[src/rtl/seq_sm_mul.sv]
// Sequential sign-magnitude multiplier: magnitudes are multiplied by W-1 shift-add
// steps, sign is resolved up front so a zero result is never negative.
module seq_sm_mul #(
    parameter int unsigned W = 3
) (
    input  logic           clk,
    input  logic           rst_n,
    input  logic           start,
    input  logic [W-1:0]   a,
    input  logic [W-1:0]   b,
    output logic           busy,
    output logic           done,
    output logic [2*W-2:0] product
);

    localparam int unsigned MW = W - 1;
    localparam int unsigned PW = 2 * W - 2;
    localparam int unsigned CW = $clog2(W) + 1;

    typedef enum logic [1:0] {StIdle, StRun, StDone} state_e;

    state_e          state;
    logic [PW-1:0]   mcand;
    logic [PW-1:0]   acc;
    logic [MW-1:0]   mplier;
    logic [CW-1:0]   cnt;
    logic            sign;
    logic            start_sign;

    // Negative-zero operands collapse to zero, so either zero magnitude forces +.
    assign start_sign = (a[W-1] ^ b[W-1]) & (|a[MW-1:0]) & (|b[MW-1:0]);

    always_ff @(posedge clk or negedge rst_n) begin
        if (!rst_n) begin
            state   <= StIdle;
            busy    <= 1'b0;
            done    <= 1'b0;
            product <= '0;
            mcand   <= '0;
            acc     <= '0;
            mplier  <= '0;
            cnt     <= '0;
            sign    <= 1'b0;
        end else begin
            done <= 1'b0;
            case (state)
                StIdle, StDone: begin
                    if (start) begin
                        mcand  <= PW'(a[MW-1:0]);
                        mplier <= b[MW-1:0];
                        acc    <= '0;
                        cnt    <= CW'(MW);
                        sign   <= start_sign;
                        busy   <= 1'b1;
                        state  <= StRun;
                    end else begin
                        state <= StIdle;
                    end
                end
                StRun: begin
                    if (cnt != '0) begin
                        if (mplier[0]) begin
                            acc <= acc + mcand;
                        end
                        mcand  <= mcand << 1;
                        mplier <= mplier >> 1;
                        cnt    <= cnt - CW'(1);
                    end else begin
                        // All steps retired: publish result on the edge entering DONE.
                        product <= {sign, acc};
                        done    <= 1'b1;
                        busy    <= 1'b0;
                        state   <= StDone;
                    end
                end
                default: begin
                    state <= StIdle;
                    busy  <= 1'b0;
                end
            endcase
        end
    end

endmodule

[config.mk]
export PLATFORM = sky130hd
export DESIGN_NAME = seq_sm_mul
export DESIGN_NICKNAME = d
export VERILOG_FILES = /design/src/rtl/seq_sm_mul.sv
export SDC_FILE = /design/constraint.sdc
export NUM_CORES = 1
export LEC_CHECK = 0
export CORE_ASPECT_RATIO = 1.25
export CORE_MARGIN = 1.5
export CORE_UTILIZATION = 45
export DETAILED_ROUTE_END_ITERATION = 7
export PLACE_DENSITY = 0.7
export SETUP_SLACK_MARGIN = 0.02
export SKIP_CTS_REPAIR_TIMING = 1
export SLEW_MARGIN = 10
export SYNTH_ARGS = -nofsm -noshare
export SYNTH_HDL_FRONTEND = slang
export SYNTH_SLANG_ARGS = --single-unit
[constraint.sdc]
create_clock -name clk -period 2 [get_ports clk]
set_input_delay 0.2 -clock clk [delete_from_list [all_inputs] [get_ports clk]]
set_output_delay 0.2 -clock clk [all_outputs]
set_load 0.05 [all_outputs]
==> results list, run 1 <==
- Data on the critical path is required at its endpoint by 2.24 ns.
- Most common flop cell mapped by yosys: dfrtp_1
- Maximum net fanout on the critical path: 8
- Cell class contributing the biggest share of worst-path delay: simple AND/OR/NAND/NOR gates
- Setup tns final: 0 ns
* Worst slew slack as a fraction of its limit: 67.0%
- The completed layout was analyzed and its total power is 1.94 mW.
* Slowest Stage Delay on Critical Path: 0.38 ns
* Post-synth net total: 110
* Count of port buffers added during placement: 15
- Ranked by total cell area, the synthesized netlist is headed by dfrtp_1 53%, mux2_4 7.0%, nand2_1 6.3%, ha_1 5.8%, mux2i_1 3.7%.
- DPL Wire Length: 1400 microns
- VDD sags by at most 0.883 mV.
* Startpoint Class: register
- Violation count after the first detailed-route iteration: 5
* Number of H-tree branching levels: 1
- The post-route netlist has 13.8% of its cells at a drive strength greater than 1.
- 16 I/O pins were placed.
* Cell type with the highest aggregate area in the netlist: dfrtp_1
* Aggregate global routing overflow: 0
- Synthesis produced 95 cells.
* Residual antenna-violating net count after detailed routing: 0
- Wire length of the first global-routing pass: 2980 microns
- The tree built by TritonCTS fans out to 23 sinks.
* Leading cell types by count after synthesis: 23 x dfrtp_1, 18 x nand2_1, 8 x o21ai_0
- The number of antenna violations at the first check in global routing is 0.
* Number of global-route vias before repair: 704
- Before antenna repair, the detailed router went through 4 iterations.
- At the end of the flow, the number of nets in the layout was 132.
* Worst-path cell with the longest stage delay: and4bb_4
- In this run the horizontal extent of the chip is 46.7 microns.
* Global placement routability congestion: 0.721
* Cells traversed along the worst timing path: inv_1 -> ha_1 -> ha_1 -> buf_4 -> and4bb_4 -> nand2b_1 -> mux2i_1 -> mux2i_1
- The cell area that synthesis handed to floorplanning was 0.00108 sq mm.
* Top cell type's share of synthesized area: 53.5%
* Inserted Clock Buffers: 3
* Clock root cell: clkbuf_4
* Skew final: 0.00538 ns
- Element type at the critical path end: register
- The number of hold violations in the final report was 0.
* Count of pins over their slew limit: 0
* Area growth syn-to-layout: 22.0%
* Via count: 734
- Initial standard-cell utilization of the core: 48.2%
- Maximum clock rate: 543 MHz
- The flow ran to the end, and the final reports show no timing, DRC or antenna violations.
* Ratio of routed vias to standard cells: 4.99
- Counting both buffers and inverters, the worst setup path holds a total of 2.
- Max-cap violations in this run came to 0.
- Area of the die: 0.00270 sq mm
* Post-route minimum period: 1.84 ns
- Drt wl/cell: 12.2 microns
* Clock transition at the registers of the reported paths: 0.12 ns
* Worst slew pin tran: 0.494 ns
- The synthesized design contains 0 enable-type register cells.
- The final layout contains routed wiring with a total length of 1800 microns.
- Most frequently used cell type in the post-synthesis netlist: dfrtp_1
* Pwr per Cell Area: 1480 mW/mm^2
- Fin crit share: 92.1%
- In this run the standard cell core region covers 0.00223 sq mm.
* Signal arrival time at the worst endpoint: 2.09 ns
- Synth Register Bits: 23
- The critical path is of the register to register type.
- In this run the vertical extent of the chip is 57.7 microns.
* Hold Crit Class: input pin to async pin
- Asr flop ratio synth: 100%
* Static power due to leakage: 0.658 nW
- Post-synth cell types: 25
- For this run, the register share of the synthesized area comes to 53.5%.
* Number of rows in the core area: 19
- Clock tree buffer depth: 2
- For this run, the total global-route usage over all layers was measured as 15.8%.
* Worst-Skew Late Latency: 0.31 ns
* Count of antenna diodes in the layout: 0
- Dividing the synthesized area by the synthesized cell count gives 11.3 sq um.
- Final hold slack: 0.212 ns
- CTS tree: done
* Setup repair after global routing missed its margin: no
- Number of warning messages in the yosys log: 0
- Drc violations: 0
- Setup violations remaining at the end of the flow were counted as 0.
- Maximum number of pins on one net before global-route repair: 24
## kinds of logic (layout without fill, tap and decap cells)
logic type | count (synthesis) | after routing | synth area share (%)
compound gates | 19 | 19 | 10.8
xor+xnor | 2 | 2 | 1.63
fa+ha+maj | 6 | 6 | 7.67
buf+inv | 8 | 29 | 2.91
flops | 23 | 23 | 53.5
mux | 9 | 9 | 10.7
simple gates | 28 | 28 | 12.8
## flip-flops by register name, summed over array words and instances (netlist names)
| name | flops |
|---|---|
| state | 2 |
| product | 5 |
| mcand | 4 |
| mplier | 2 |
| done | 1 |
| sign | 1 |
| acc | 4 |
| busy | 1 |
| cnt | 3 |
## per-stage QoR
stage	instance area (sq um)	setup WS, ns	utilization [%]	instances
3_5_place_dp	1280	0.0671	57.4	143
5_1_grt	1310	0.0813	58.7	147
4_1_cts	1310	0.0515	58.6	147
2_1_floorplan	1080	0.373	-	95
3_3_place_gp	1280	0.168	57.4	143
6_report	1310	0.157	58.7	147
## power by group
part	switching (mW)	internal (mW)	total, mW
combinational	0.548	0.388	0.936
sequential	0.139	0.649	0.788
clock	0.137	0.0779	0.215
total	0.824	1.12	1.94
## routing by layer
metal	GRT usage [%]	wire, microns	vias up
li1	-	-	365
met1	18.9	861	350
met2	25.6	840	15
met3	2.80	46	4
met4	9.52	52	0
met5	0	0	-
## area by class of cell
class / count / area [sq um]
Clock buffer: 4 / 26.3
Tap cell: 31 / 38.8
Fill cell: 204 / 922
Sequential cell: 23 / 576
Multi-Input combinational cell: 64 / 473
Inverter: 7 / 26.3
Timing Repair Buffer: 18 / 173
## path summary, 6_finish.rpt
| path | startpoint | end | slack, ns | cells after the start |
|---|---|---|---|---|
| min in group clk | acc[3]$_DFFE_PN0P_ | acc[3]$_DFFE_PN0P_ | 0.50 | 1 |
| worst min-delay path | rst_n | product[2]$_DFFE_PN0P_ | 0.21 | 2 |
| worst min register to register | acc[3]$_DFFE_PN0P_ | acc[3]$_DFFE_PN0P_ | 0.50 | 1 |
| worst max register to register | cnt[0]$_DFFE_PN0P_ | acc[3]$_DFFE_PN0P_ | 0.16 | 8 |
| worst max-delay path | cnt[0]$_DFFE_PN0P_ | acc[3]$_DFFE_PN0P_ | 0.16 | 8 |
| max in group asynchronous | rst_n | busy$_DFFE_PN0P_ | 1.56 | 2 |
## layout by cell type (no fill, tap or decap)
master / Yosys / routed
a21o_1: 1 / 1
a21oi_1: 4 / 3
a21oi_2: 0 / 1
a22o_1: 2 / 2
a31oi_1: 1 / 1
and4bb_4: 1 / 1
buf_4: 0 / 3
clkbuf_1: 0 / 1
clkbuf_4: 0 / 3
clkdlybuf4s50_1: 0 / 15
dfrtp_1: 23 / 23
fa_1: 1 / 1
ha_1: 5 / 5
inv_1: 6 / 6
inv_2: 1 / 1
mux2_4: 5 / 5
mux2i_1: 4 / 4
nand2_1: 18 / 18
nand2_4: 1 / 1
nand2b_1: 1 / 1
nor2_1: 5 / 5
nor2_4: 1 / 1
nor2b_1: 1 / 1
o21ai_0: 8 / 8
o221ai_1: 1 / 1
o31ai_1: 1 / 1
o41ai_1: 1 / 1
xnor2_1: 1 / 1
xor2_1: 1 / 1
Note: power is estimated with default switching activity, not from simulation.
==> run 2: changes to the inputs <==
- CAP_MARGIN: not set -> 20
- CORE_MARGIN: 1.5 -> 2
==> run 2 against run 1 <==
Via count grew 1.5%. Worst setup slack gained 0.0029 ns. Core utilization is the same. Total power shrank 0.50%. Sequential power is essentially flat. Critical path depth is the same. Non-clock buffer count is the same. Die area grew 3.9%. Critical path type unchanged. Largest cell class unchanged.
==> results list, run 2 (synthesis results as in run 1) <==
- Reg with most FFs: product
- Utilization after layout: 58.7%
- Max-cap violations in this run came to 0.
- CTS built an H-tree with a depth of 1.
- Data on the critical path is required at its endpoint by 2.23 ns.
* Violation count after the first detailed-route iteration: 4
* Initial standard-cell utilization of the core: 48.2%
* Count of port buffers added during placement: 15
* Clock tree buffer depth: 2
* CTS tree: done
- Global router's overall resource usage: 14.7%
- Number of global-route vias before repair: 696
- Clock-pin slew was measured on the worst setup and hold paths at 0.12 ns.
- The initialized floorplan defines 19 standard-cell rows.
- Worst-path cell with the longest stage delay: and4bb_4
* Run status: completed
- Cell class contributing the biggest share of worst-path delay: simple AND/OR/NAND/NOR gates
* Wire length of the first global-routing pass: 2910 microns
* Maximum number of pins on one net before global-route repair: 24
* Via count: 745
- Data on the critical path arrives at its endpoint at 2.07 ns.
- Setup tns final: 0 ns
- Startpoint Class: register
- Total chip power: 1.93 mW
- Placed cell count: 143
- Chip width: 47.7 microns
- Walking the worst path, the cells encountered are inv_1 -> ha_1 -> ha_1 -> buf_4 -> and4bb_4 -> nand2b_1 -> mux2i_1 -> mux2i_1.
* Maximum clock rate: 543 MHz
- Final setup vio count: 0
- The critical path is of the register to register type.
* Maximum net fanout on the critical path: 8
- In this run the remaining antenna-violating nets after routing total 0.
* Worst slew pin tran: 0.491 ns
- Vert. Die Dim: 58.7 microns
- Drc violations: 0
- Across the VDD grid, the largest voltage drop is 0.925 mV.
- Total length of routed wires: 1750 microns
- Static power due to leakage: 0.658 nW
* Registers with the most flip-flops: product x5, acc x4, mcand x4
- Initial antenna violation count: 0
* Area of the die: 0.00280 sq mm
* Num Clock Sinks: 23
- Setup repair after global routing left no endpoint under its margin.
* Layout cell share with drive strength beyond 1: 13.8%
* Final hold vios: 0
- Net total in the final layout: 132
- Count of antenna diodes in the layout: 0
- Highest-count cells in the layout ignoring fill and taps: 23 x dfrtp_1, 18 x nand2_1, 15 x clkdlybuf4s50_1, 8 x o21ai_0, 6 x inv_1
- Hold Crit Class: input pin to async pin
* Clock root cell: clkbuf_4
* Drt wl/cell: 11.9 microns
* Inserted Clock Buffers: 3
- For the finished layout, the period the worst path requires is 1.84 ns.
- Worst slew slack as a fraction of its limit: 67.2%
* First-pass detailed-route iteration total: 3
- The register with the most flip-flops in the layout has 5 of them.
* DPL Wire Length: 1360 microns
* Pwr per Cell Area: 1470 mW/mm^2
* I/O pins: 16
- Leaving out fill and tap cells, the most frequent cell in the layout is dfrtp_1.
* Global placement routability congestion: 0.713
- The critical path contains buffers and inverters numbering 2 combined.
- Element type at the critical path end: register
- Worst-Skew Late Latency: 0.30 ns
* Pre-CTS setup slack: 0.0735 ns
- Clock skew on the completed layout was measured at 0.00191 ns.
- Slowest Stage Delay on Critical Path: 0.38 ns
- Ratio of routed vias to standard cells: 5.07
* Aggregate global routing overflow: 0
* Std-Cell Core Area: 0.00223 sq mm
- In the finished design, the share of the clock period the worst path needs comes to 92.0%.
* Post-route insts no fill: 147
- Count of pins over their slew limit: 0
- Worst path setup slack after routing: 0.160 ns
* Area growth syn-to-layout: 22.0%
- Fill cells in the final layout number 214.
==> run 2: power by group <==
group          internal, mW  switching [mW]
registers             0.649           0.141
clock network        0.0777           0.128
logic                 0.387           0.546
total                  1.11           0.815
==> run 2: area by class of cell <==
type / instances / area, sq um / share of cell area [%]
clock buffer: 4 / 26.3 / 2.00
inverter: 7 / 26.3 / 2.00
multi-input combinational: 64 / 473 / 36.0
sequential: 23 / 576 / 43.9
tap: 31 / 38.8 / 2.96
timing repair buffer: 18 / 173 / 13.2
==> run 2: worst paths after layout <==
kind,start,end,slack (ns),depth (start not counted)
max in group asynchronous,rst_n,mcand[3]$_DFFE_PN0P_,1.55,2
min in group clk,acc[3]$_DFFE_PN0P_,acc[3]$_DFFE_PN0P_,0.49,1
min reg2reg,acc[3]$_DFFE_PN0P_,acc[3]$_DFFE_PN0P_,0.49,1
max reg2reg,cnt[0]$_DFFE_PN0P_,acc[3]$_DFFE_PN0P_,0.16,8
max,cnt[0]$_DFFE_PN0P_,acc[3]$_DFFE_PN0P_,0.16,8
min,rst_n,product[2]$_DFFE_PN0P_,0.24,2
==> run 2: layer usage <==
layer,GRT usage (%),up-vias,wire (microns)
met2,23.2,15,835
met1,17.4,359,820
met4,8.49,0,37
met3,3.99,4,57
li1,-,367,-
met5,0,-,0
==> run 2: metrics by stage <==
step           instance area [sq um]  hold slack (ns)
2_1_floorplan                   1080          -0.0956
3_3_place_gp                    1280            0.465
3_5_place_dp                    1280            0.477
4_1_cts                         1310            0.240
5_1_grt                         1310            0.250
6_report                        1310            0.237
==> run 3: changes to the inputs <==
- SETUP_SLACK_MARGIN: 0.02 -> 0.4
==> run 3 against run 2 <==
Die area is the same. Critical path depth is the same. Total power rose by 4.2%. Sequential share of layout area is 2.3 points lower. Via count increased by 0.81%. Clock power barely moved. Clock skew up 0.0014 ns. Cell count is 2.0% higher. Design area up 5.4%. Core utilization increased by 3.2 points. Sequential power barely moved. Critical endpoint unchanged.
==> results list, run 3 (synthesis results as in run 1) <==
* Count of antenna diodes in the layout: 0
- Layout cell share with drive strength beyond 1: 20.2%
* Worst slew pin tran: 0.502 ns
- Drc violations: 0
* Worst-Skew Late Latency: 0.30 ns
- Skew final: 0.00335 ns
- The tree is rooted in a clkbuf_4.
* Residual antenna-violating net count after detailed routing: 0
- The floorplan step defined a die boundary enclosing 0.00280 sq mm.
* Clock transition at the registers of the reported paths: 0.12 ns
- On the final layout, the worst hold slack is 0.243 ns.
- Area growth syn-to-layout: 28.6%
- Summed over all layers, the global routing overflow is 0.
- Summed over all cells, the static leakage comes to 0.782 nW.
- For this run, the total global-route usage over all layers was measured as 15.1%.
- The routed design could run at a clock period as short as 1.73 ns.
- Pwr per Cell Area: 1450 mW/mm^2
* Drt wl/cell: 12.2 microns
- In the routed layout, each cell is associated on average with a via count of 5.01.
- Leaving out fill and tap cells, the most frequent cells in the layout are 23 x dfrtp_1, 17 x nand2_1, 8 x o21ai_0, 8 x clkdlybuf4s50_1, 7 x dlymetal6s2s_1.
- Worst slew slack as a fraction of its limit: 66.5%
- Setup violations remaining at the end of the flow were counted as 0.
* Max FFs per register: 5
- The final-report max-slew violation count was 0.
* Num Clock Sinks: 23
- I/O pins: 16
* Most common cell after layout, fill and taps aside: dfrtp_1
- Inserted Clock Buffers: 3
- Counting along the longest clock path gives a buffer depth of 2.
- For flop-to-flop paths, the worst setup slack is 0.27 ns.
* Signal arrival time at the worst endpoint: 1.95 ns
- Setup total negative slack on the finished layout was measured at 0 ns.
* Std-Cell Core Area: 0.00223 sq mm
- Entering global routing, the biggest net connects 24 pins.
- Initial antenna violation count: 0
- The number of global-route vias before repair is 691.
- In this run the worst hold path is classified as input pin to async pin.
* Element type at the critical path end: register
- Chip width: 47.7 microns
- For this block, the initial DRC count from the detailed router was 17.
* Maximum net fanout on the critical path: 6
- The layout has 197 filler cells.
* Max-capacitance violation count: 0
- Setup repair after global routing could not meet its margin everywhere.
- CTS tree: done
- DPL Wire Length: 1350 microns
- The number of hold violations in the final report came to 0.
- At the worst endpoint, the required time is 2.23 ns.
* Via count: 751
- The congestion estimate from routability-driven global placement came to 0.718.
* Maximum clock rate: 580 MHz
- Startpoint Class: register
* Net total in the final layout: 135
- The first global-routing pass estimated 3000 microns of wire.
- Number of H-tree branching levels: 1
- Registers with the most flip-flops: product x5, acc x4, mcand x4
- Fin crit share: 86.3%
- Reg with most FFs: product
- Maximum vdd drop: 0.959 mV
- For this configuration, the core starts out at a cell density of 48.2%.
- Critical path class: register to register
- The die is 58.7 microns tall.
* First-pass detailed-route iteration total: 3
- Total length of routed wires: 1820 microns
* Run status: completed
- Number of rows in the core area: 19
* Count of port buffers added during placement: 15
-- run 3: area by class of cell --
type,count,area (sq um),area share (%)
tap,31,38.8,2.80
clock buffer,4,26.3,1.90
multi-input combinational,64,500,36.2
sequential,23,576,41.6
inverter,7,26.3,1.90
timing repair buffer,21,216,15.6
-- run 3: where the power goes --
part	switching, mW	internal (mW)	leakage (nW)
combinational	0.576	0.437	0.467
sequential	0.142	0.649	0.300
clock	0.128	0.0776	0.0150
-- run 3: routing by layer --
layer | GRT usage [%] | wire, microns | vias up | part of all wire, %
li1 | - | - | 376 | -
met1 | 21.3 | 888 | 360 | 49
met2 | 21.9 | 858 | 13 | 47
met3 | 3.07 | 55 | 2 | 3.0
met4 | 6.95 | 21 | 0 | 1.2
met5 | 0 | 0 | - | 0
-- run 3: final timing paths --
check / from / depth (start not counted) / to
max: cnt[1]$_DFFE_PN0P_ / 8 / acc[3]$_DFFE_PN0P_
min: rst_n / 2 / product[3]$_DFFE_PN0P_
max reg2reg: cnt[1]$_DFFE_PN0P_ / 8 / acc[3]$_DFFE_PN0P_
min reg2reg: sign$_DFFE_PN0P_ / 2 / sign$_DFFE_PN0P_
max in group asynchronous: rst_n / 2 / mcand[0]$_DFFE_PN0P_
min in group clk: sign$_DFFE_PN0P_ / 2 / sign$_DFFE_PN0P_
-- run 3: critical path: stages (launching register included) --
cell and delay [ns]:
dfrtp_1 0.38, inv_2 0.05, ha_4 0.16, ha_4 0.15
buf_6 0.11, and4bb_4 0.37, nand2b_1 0.06, mux2i_1 0.15
mux2i_1 0.21
-- run 3: stage by stage --
stage	setup slack (ns)	utilization [%]	instances	total power, mW	instance area [sq um]
2_1_floorplan	0.403	-	95	1.47	1080
4_1_cts	0.0651	58.6	147	1.94	1310
3_3_place_gp	0.158	57.4	143	1.70	1280
6_report	0.275	61.9	150	2.01	1380
3_5_place_dp	0.0883	57.4	143	1.73	1280
5_1_grt	0.161	61.9	150	2.18	1380
